`src/rtl/cond_pkg.sv`:
```
// Shared definitions for the conditional-execution logic.
//   cond_e  : ARM condition field encodings (instruction bits [31:28])
//   FLAG_*  : bit positions of N, Z, C, V inside the 4-bit flag vector
//   flagw_t : decoder flag-write control, one bit per flag pair
package cond_pkg;

  typedef enum logic [3:0] {
    EQ = 4'b0000,
    NE = 4'b0001,
    CS = 4'b0010,
    CC = 4'b0011,
    MI = 4'b0100,
    PL = 4'b0101,
    VS = 4'b0110,
    VC = 4'b0111,
    HI = 4'b1000,
    LS = 4'b1001,
    GE = 4'b1010,
    LT = 4'b1011,
    GT = 4'b1100,
    LE = 4'b1101,
    AL = 4'b1110,
    NV = 4'b1111
  } cond_e;

  localparam int FLAG_N = 3;
  localparam int FLAG_Z = 2;
  localparam int FLAG_C = 1;
  localparam int FLAG_V = 0;

  typedef logic [1:0] flagw_t;

  localparam flagw_t FLAGW_NZ = 2'b10;
  localparam flagw_t FLAGW_CV = 2'b01;

endpackage

```
`src/rtl/cond_check.sv`:
```
// Combinational ARM condition evaluator.
// Ports:
//   cond  in  4  condition field of the current instruction
//   flags in  4  architectural {N,Z,C,V}
//   pass  out 1  1 when the condition holds for the given flags
module cond_check
  import cond_pkg::*;
(
  input  logic [3:0] cond,
  input  logic [3:0] flags,
  output logic       pass
);

  logic n_s;
  logic z_s;
  logic c_s;
  logic v_s;

  assign n_s = flags[FLAG_N];
  assign z_s = flags[FLAG_Z];
  assign c_s = flags[FLAG_C];
  assign v_s = flags[FLAG_V];

  // Decode the condition field against the current flags; NV is reserved and never passes.
  always_comb begin
    pass = 1'b0;
    case (cond_e'(cond))
      EQ:      pass = z_s;
      NE:      pass = ~z_s;
      CS:      pass = c_s;
      CC:      pass = ~c_s;
      MI:      pass = n_s;
      PL:      pass = ~n_s;
      VS:      pass = v_s;
      VC:      pass = ~v_s;
      HI:      pass = c_s & ~z_s;
      LS:      pass = ~c_s | z_s;
      GE:      pass = (n_s == v_s);
      LT:      pass = (n_s != v_s);
      GT:      pass = ~z_s & (n_s == v_s);
      LE:      pass = z_s | (n_s != v_s);
      AL:      pass = 1'b1;
      NV:      pass = 1'b0;
      default: pass = 1'b0;
    endcase
  end

endmodule

```
`src/rtl/cond_logic_unit.sv`:
```
// Conditional-execution unit for a single-cycle ARM datapath.
// Holds the architectural {N,Z,C,V} register, evaluates the instruction
// condition against it and gates the decoder's commit strobes.
// Optional feature: define COND_PERF_CNT_EN to add saturating counters of
// passed (ExecCnt) and squashed (SquashCnt) valid instructions.
// Ports:
//   clk, reset   clock and synchronous active-high reset
//   InstrValid   instruction is real (0 = bubble, no commit, no state change)
//   Cond         condition field
//   ALUFlags     {N,Z,C,V} produced by the ALU this cycle
//   FlagW        [1] write N,Z  [0] write C,V
//   PCS/RegW/MemW/NoWrite  decoder write intents
//   CondEx/PCSrc/RegWrite/MemWrite  gated strobes (combinational)
//   Flags        registered {N,Z,C,V}
//   ExecCnt/SquashCnt (COND_PERF_CNT_EN only) performance counters
module cond_logic_unit
  import cond_pkg::*;
#(
  parameter logic [3:0] FLAGS_RST = 4'b0000,
  parameter int         CNT_W     = 32
) (
  input  logic       clk,
  input  logic       reset,
  input  logic       InstrValid,
  input  logic [3:0] Cond,
  input  logic [3:0] ALUFlags,
  input  logic [1:0] FlagW,
  input  logic       PCS,
  input  logic       RegW,
  input  logic       MemW,
  input  logic       NoWrite,
  output logic       CondEx,
  output logic       PCSrc,
  output logic       RegWrite,
  output logic       MemWrite,
  output logic [3:0] Flags
`ifdef COND_PERF_CNT_EN
  ,
  output logic [CNT_W-1:0] ExecCnt,
  output logic [CNT_W-1:0] SquashCnt
`endif
);

  if (CNT_W < 1) begin : g_cnt_w_check
    $error("CNT_W must be at least 1");
  end

  logic [3:0] flags_r;
  logic [3:0] flags_nxt_s;
  logic       pass_s;
  logic       cond_ex_s;
  flagw_t     flagw_s;
  logic       wr_nz_s;
  logic       wr_cv_s;

  // Conditions are evaluated on the registered flags so an instruction never
  // sees its own ALU result.
  cond_check u_cond_check (
    .cond  (Cond),
    .flags (flags_r),
    .pass  (pass_s)
  );

  assign cond_ex_s = pass_s & InstrValid;
  assign flagw_s   = flagw_t'(FlagW);
  assign wr_nz_s   = cond_ex_s & ((flagw_s & FLAGW_NZ) != 2'b00);
  assign wr_cv_s   = cond_ex_s & ((flagw_s & FLAGW_CV) != 2'b00);

  // Merge the ALU flags into the pairs being written; unwritten pairs hold.
  always_comb begin
    flags_nxt_s = flags_r;
    if (wr_nz_s) begin
      flags_nxt_s[FLAG_N] = ALUFlags[FLAG_N];
      flags_nxt_s[FLAG_Z] = ALUFlags[FLAG_Z];
    end else begin
      flags_nxt_s[FLAG_N] = flags_r[FLAG_N];
      flags_nxt_s[FLAG_Z] = flags_r[FLAG_Z];
    end
    if (wr_cv_s) begin
      flags_nxt_s[FLAG_C] = ALUFlags[FLAG_C];
      flags_nxt_s[FLAG_V] = ALUFlags[FLAG_V];
    end else begin
      flags_nxt_s[FLAG_C] = flags_r[FLAG_C];
      flags_nxt_s[FLAG_V] = flags_r[FLAG_V];
    end
  end

  // Architectural flag register; reset discards any write pending this cycle.
  always_ff @(posedge clk) begin
    if (reset) begin
      flags_r <= FLAGS_RST;
    end else begin
      flags_r <= flags_nxt_s;
    end
  end

  // Commit strobes only fire for valid, condition-passing instructions.
  always_comb begin
    CondEx   = cond_ex_s;
    PCSrc    = PCS & cond_ex_s;
    RegWrite = RegW & cond_ex_s & ~NoWrite;
    MemWrite = MemW & cond_ex_s;
  end

  assign Flags = flags_r;

`ifdef COND_PERF_CNT_EN
  logic [CNT_W-1:0] exec_cnt_r;
  logic [CNT_W-1:0] squash_cnt_r;

  // Saturating counters: each valid cycle bumps exactly one of them.
  always_ff @(posedge clk) begin
    if (reset) begin
      exec_cnt_r   <= '0;
      squash_cnt_r <= '0;
    end else if (InstrValid) begin
      if (cond_ex_s) begin
        if (exec_cnt_r != {CNT_W{1'b1}}) begin
          exec_cnt_r <= exec_cnt_r + CNT_W'(1);
        end
      end else begin
        if (squash_cnt_r != {CNT_W{1'b1}}) begin
          squash_cnt_r <= squash_cnt_r + CNT_W'(1);
        end
      end
    end
  end

  assign ExecCnt   = exec_cnt_r;
  assign SquashCnt = squash_cnt_r;
`endif

endmodule

```
`config.mk`:
```
export PLATFORM = sky130hd
export DESIGN_NAME = cond_logic_unit
export DESIGN_NICKNAME = d
export VERILOG_FILES = /design/src/rtl/cond_pkg.sv /design/src/rtl/cond_check.sv /design/src/rtl/cond_logic_unit.sv
export SDC_FILE = /design/constraint.sdc
export NUM_CORES = 1
export LEC_CHECK = 0
export BUFFER_PORTS_ARGS = -buffer_cell sky130_fd_sc_hd__clkbuf_2
export CAP_MARGIN = 20
export CORE_UTILIZATION = 30
export DETAILED_ROUTE_END_ITERATION = 10
export PLACE_DENSITY = 0.7
export RECOVER_POWER = 50
export SLEW_MARGIN = 30
export SYNTH_ARGS = -nofsm -noshare
export SYNTH_HDL_FRONTEND = slang
export SYNTH_SLANG_ARGS = --single-unit
```
`constraint.sdc`:
```
create_clock -name clk -period 1.8 [get_ports clk]
set_clock_uncertainty 0.2 [all_clocks]
set_input_delay 0.09 -clock clk [delete_from_list [all_inputs] [get_ports clk]]
set_output_delay 0.09 -clock clk [all_outputs]
set_load 0.1 [all_outputs]
```
==> results.md <==
* Area delta synth->final at 94.0%
* DRT Pass-1 Iters at 2
* YS warnings at 0
* CTS max path bufs at 2
* DRC marker count from the first detailed-route iteration at 1
* Synthesized area per cell at 9.13 sq um
* Initial Util at 0.338
* Most used DFF post-synth: dfxtp_1
* IO Pins at 25
* Sw frac at 0.406
* Reg clk slew, reported paths at 0.06 ns
* Count of final max-slew check failures at 0
* Max Freq at 482 MHz
* Critical Path End Type: output port
* WL/cell at 11.6 um
* Die ar. at 1680 sq um
* Seq cells post-synth at 4
* CP bufs+invs at 1
* Post-synth EDFFs at 0
* Unrepaired setup endpoints after global routing: yes
* Proportion of layout cells with a drive suffix above 1 at 0.581
* Type of the worst min-delay path: primary input to register
* Syn Nets at 67
* Element type at the critical path start: register
* Crit. Startpoint: Flags[1]
* Largest register FFs at 4
* Peak VDD IR at 0.000294 V
* Via-to-Cell Ratio at 4.64
* Lkg Pwr at 0.000390 uW
* Port bufs at 24
* Largest net degree at the start of global routing at 10
* Max_cap viols at 0
* NumNets Final at 111
* Via count at 501
* Slew Limit Headroom at 0.642
* DP Area at 733 sq um
* Endpoints failing hold at 0
* Routed WL at 1250 um
* Post-route ant nets at 0
* Kind of critical path: register to output port
* Sw power at 194 uW
* Synth cell types at 25
* Crit path max-delay cell type: dfxtp_4
* Crit-path cells: nor3b_4 > o311ai_2 > o221a_4 > a21boi_4 > and3b_4 > buf_12
* Vias in the first global route at 468
* CTS tree: yes
* Worst skew pair latency at 0.25 ns
* Worst slew pin tran at 0.539 ns
* Setup violators final at 8
* Hold path startpoint: FlagW[0]
* Die Ht at 41.0 um
* Outcome: finished, violations left
* Core region area at 1350 sq um
* CP peak stage delay at 0.36 ns
* Die Wd at 41.0 um
* RePlAce Congestion at 0.740
* Filler instances at 111
* Clock Power Share at 0.286
* Origin of the critical flop-to-flop path: Flags[1]
* CTS Sinks at 4
* Initial antenna violation count at 0
* Cell Int Power at 283 uW
* Diode count at 0
* Comb pwr share at 0.511
* CTS buffer count at 3
* Ys async rst share at 0
* Setup WS post-layout at -0.277 ns
* Final core utilization at 0.656
* Root Buffer: clkbuf_4
* GRT Util Overall at 0.176
* H-tree depth at 1
* Pre-CTS WS at -0.0673 ns
* Post-Place Cells at 96
* WP data arrival at 1.79 ns
* Data required time of the critical path at 1.51 ns
* Hpwl dp at 910 um
* Top Family by Delay on Critical Path: compound AO/OA/AOI/OAI gates
* Syn Std Cell Area at 457 sq um
* Period utilization at 1.15
* Post-Synthesis Cells at 50
* Final Critical Period at 2.08 ns
* Final instance area at 886 sq um
* # rows at 13
* DRC at 0
* Finished Layout Cells at 108
* Most frequent cells in the layout: clkbuf_2 (20), nand2b_1 (9), buf_4 (9)
* Power density of the placed cells at 539 nW/um^2
* Sequential area share after synthesis at 0.175
* Global route total overflow at 0
* Most common cell after layout, fill and taps aside: clkbuf_2
* Register share of total power at 0.203
* Critical path fanouts, max at 4
* First-pass GRT wire length at 1880 um
* Failing checks: negative setup slack
power by group through the flow:
| stage | Clock, uW | Sequential, uW | Combinational [uW] |
|---|---|---|---|
| finish | 136 | 97.0 | 244 |
| global route | 142 | 97.6 | 257 |
| CTS | 137 | 97.3 | 243 |
| detailed placement | 0 | 97.3 | 215 |
| global placement | 0 | 97.0 | 213 |
| floorplan | 0 | 126 | 113 |
cells in the mapped netlist, types with 2 or more instances:
cell type	number	area share
a21oi_2	2	0.038
nor2b_1	3	0.041
inv_1	2	0.016
mux2i_1	7	0.15
nor3b_1	2	0.033
nand2b_1	9	0.12
dfxtp_1	4	0.18
and2_1	2	0.027
nand2_1	3	0.025
area by class of cell:
class                   count  area, sq um  area share
multi-input cells          42          412       0.465
repair buffers             41          329       0.371
flip-flops and latches      4         92.6       0.105
clock buffers               4         26.3      0.0297
well taps                  15         18.8      0.0212
inverters                   2         7.51     0.00847
cell families (layout without fill, tap and decap cells):
family,after synthesis,count (layout),synth area share
DFF,4,4,0.175
and+or+nand+nor,24,24,0.321
buffers and inverters,4,47,0.0520
xor gates and xnor gates,2,2,0.0548
muxes,7,7,0.153
AOI/OAI and AO/OA,9,9,0.244
per-layer routing:
metal | up-vias | wire length, um | track usage
met3 | 2 | 85 | 0.0326
met5 | - | 0 | 0
met1 | 218 | 468 | 0.182
met2 | 21 | 682 | 0.336
met4 | 0 | 11 | 0.0750
li1 | 260 | - | -
repair_timing:
item,CTS,global route
hold buffers,7,0
setup buffers,1,0
pin swaps,7,1
resized for setup,7,0
setup endpoints to repair,8,8
gates cloned,0,0
hold endpoints to repair,4,0
through the flow:
stage | TNS, ns | hold slack, ns | total power [uW]
2_1_floorplan | -2.86 | 0.0341 | 239
3_3_place_gp | -0.0229 | 0.127 | 310
3_5_place_dp | -0.253 | 0.133 | 312
4_1_cts | -1.29 | 0.00509 | 477
5_1_grt | -1.65 | 0.0180 | 496
6_report | -1.16 | 0.000881 | 478
worst min-delay path: cells and delay by family:
family / cells / cell delay [ns]
AOI/OAI and AO/OA: 1 / 0.05
muxes: 1 / 0.11
buffers and inverters: 1 / 0.08
and+or+nand+nor: 1 / 0.09
final timing paths:
path                                  to  slack, ns  depth (start not counted)
worst max-delay path            RegWrite      -0.28                          6
worst min-delay path            Flags[1]     0.0009                          4
worst max register to register  Flags[0]      -0.10                          7
worst min register to register  Flags[2]       0.44                          3
(Power assumes the default switching activity.)
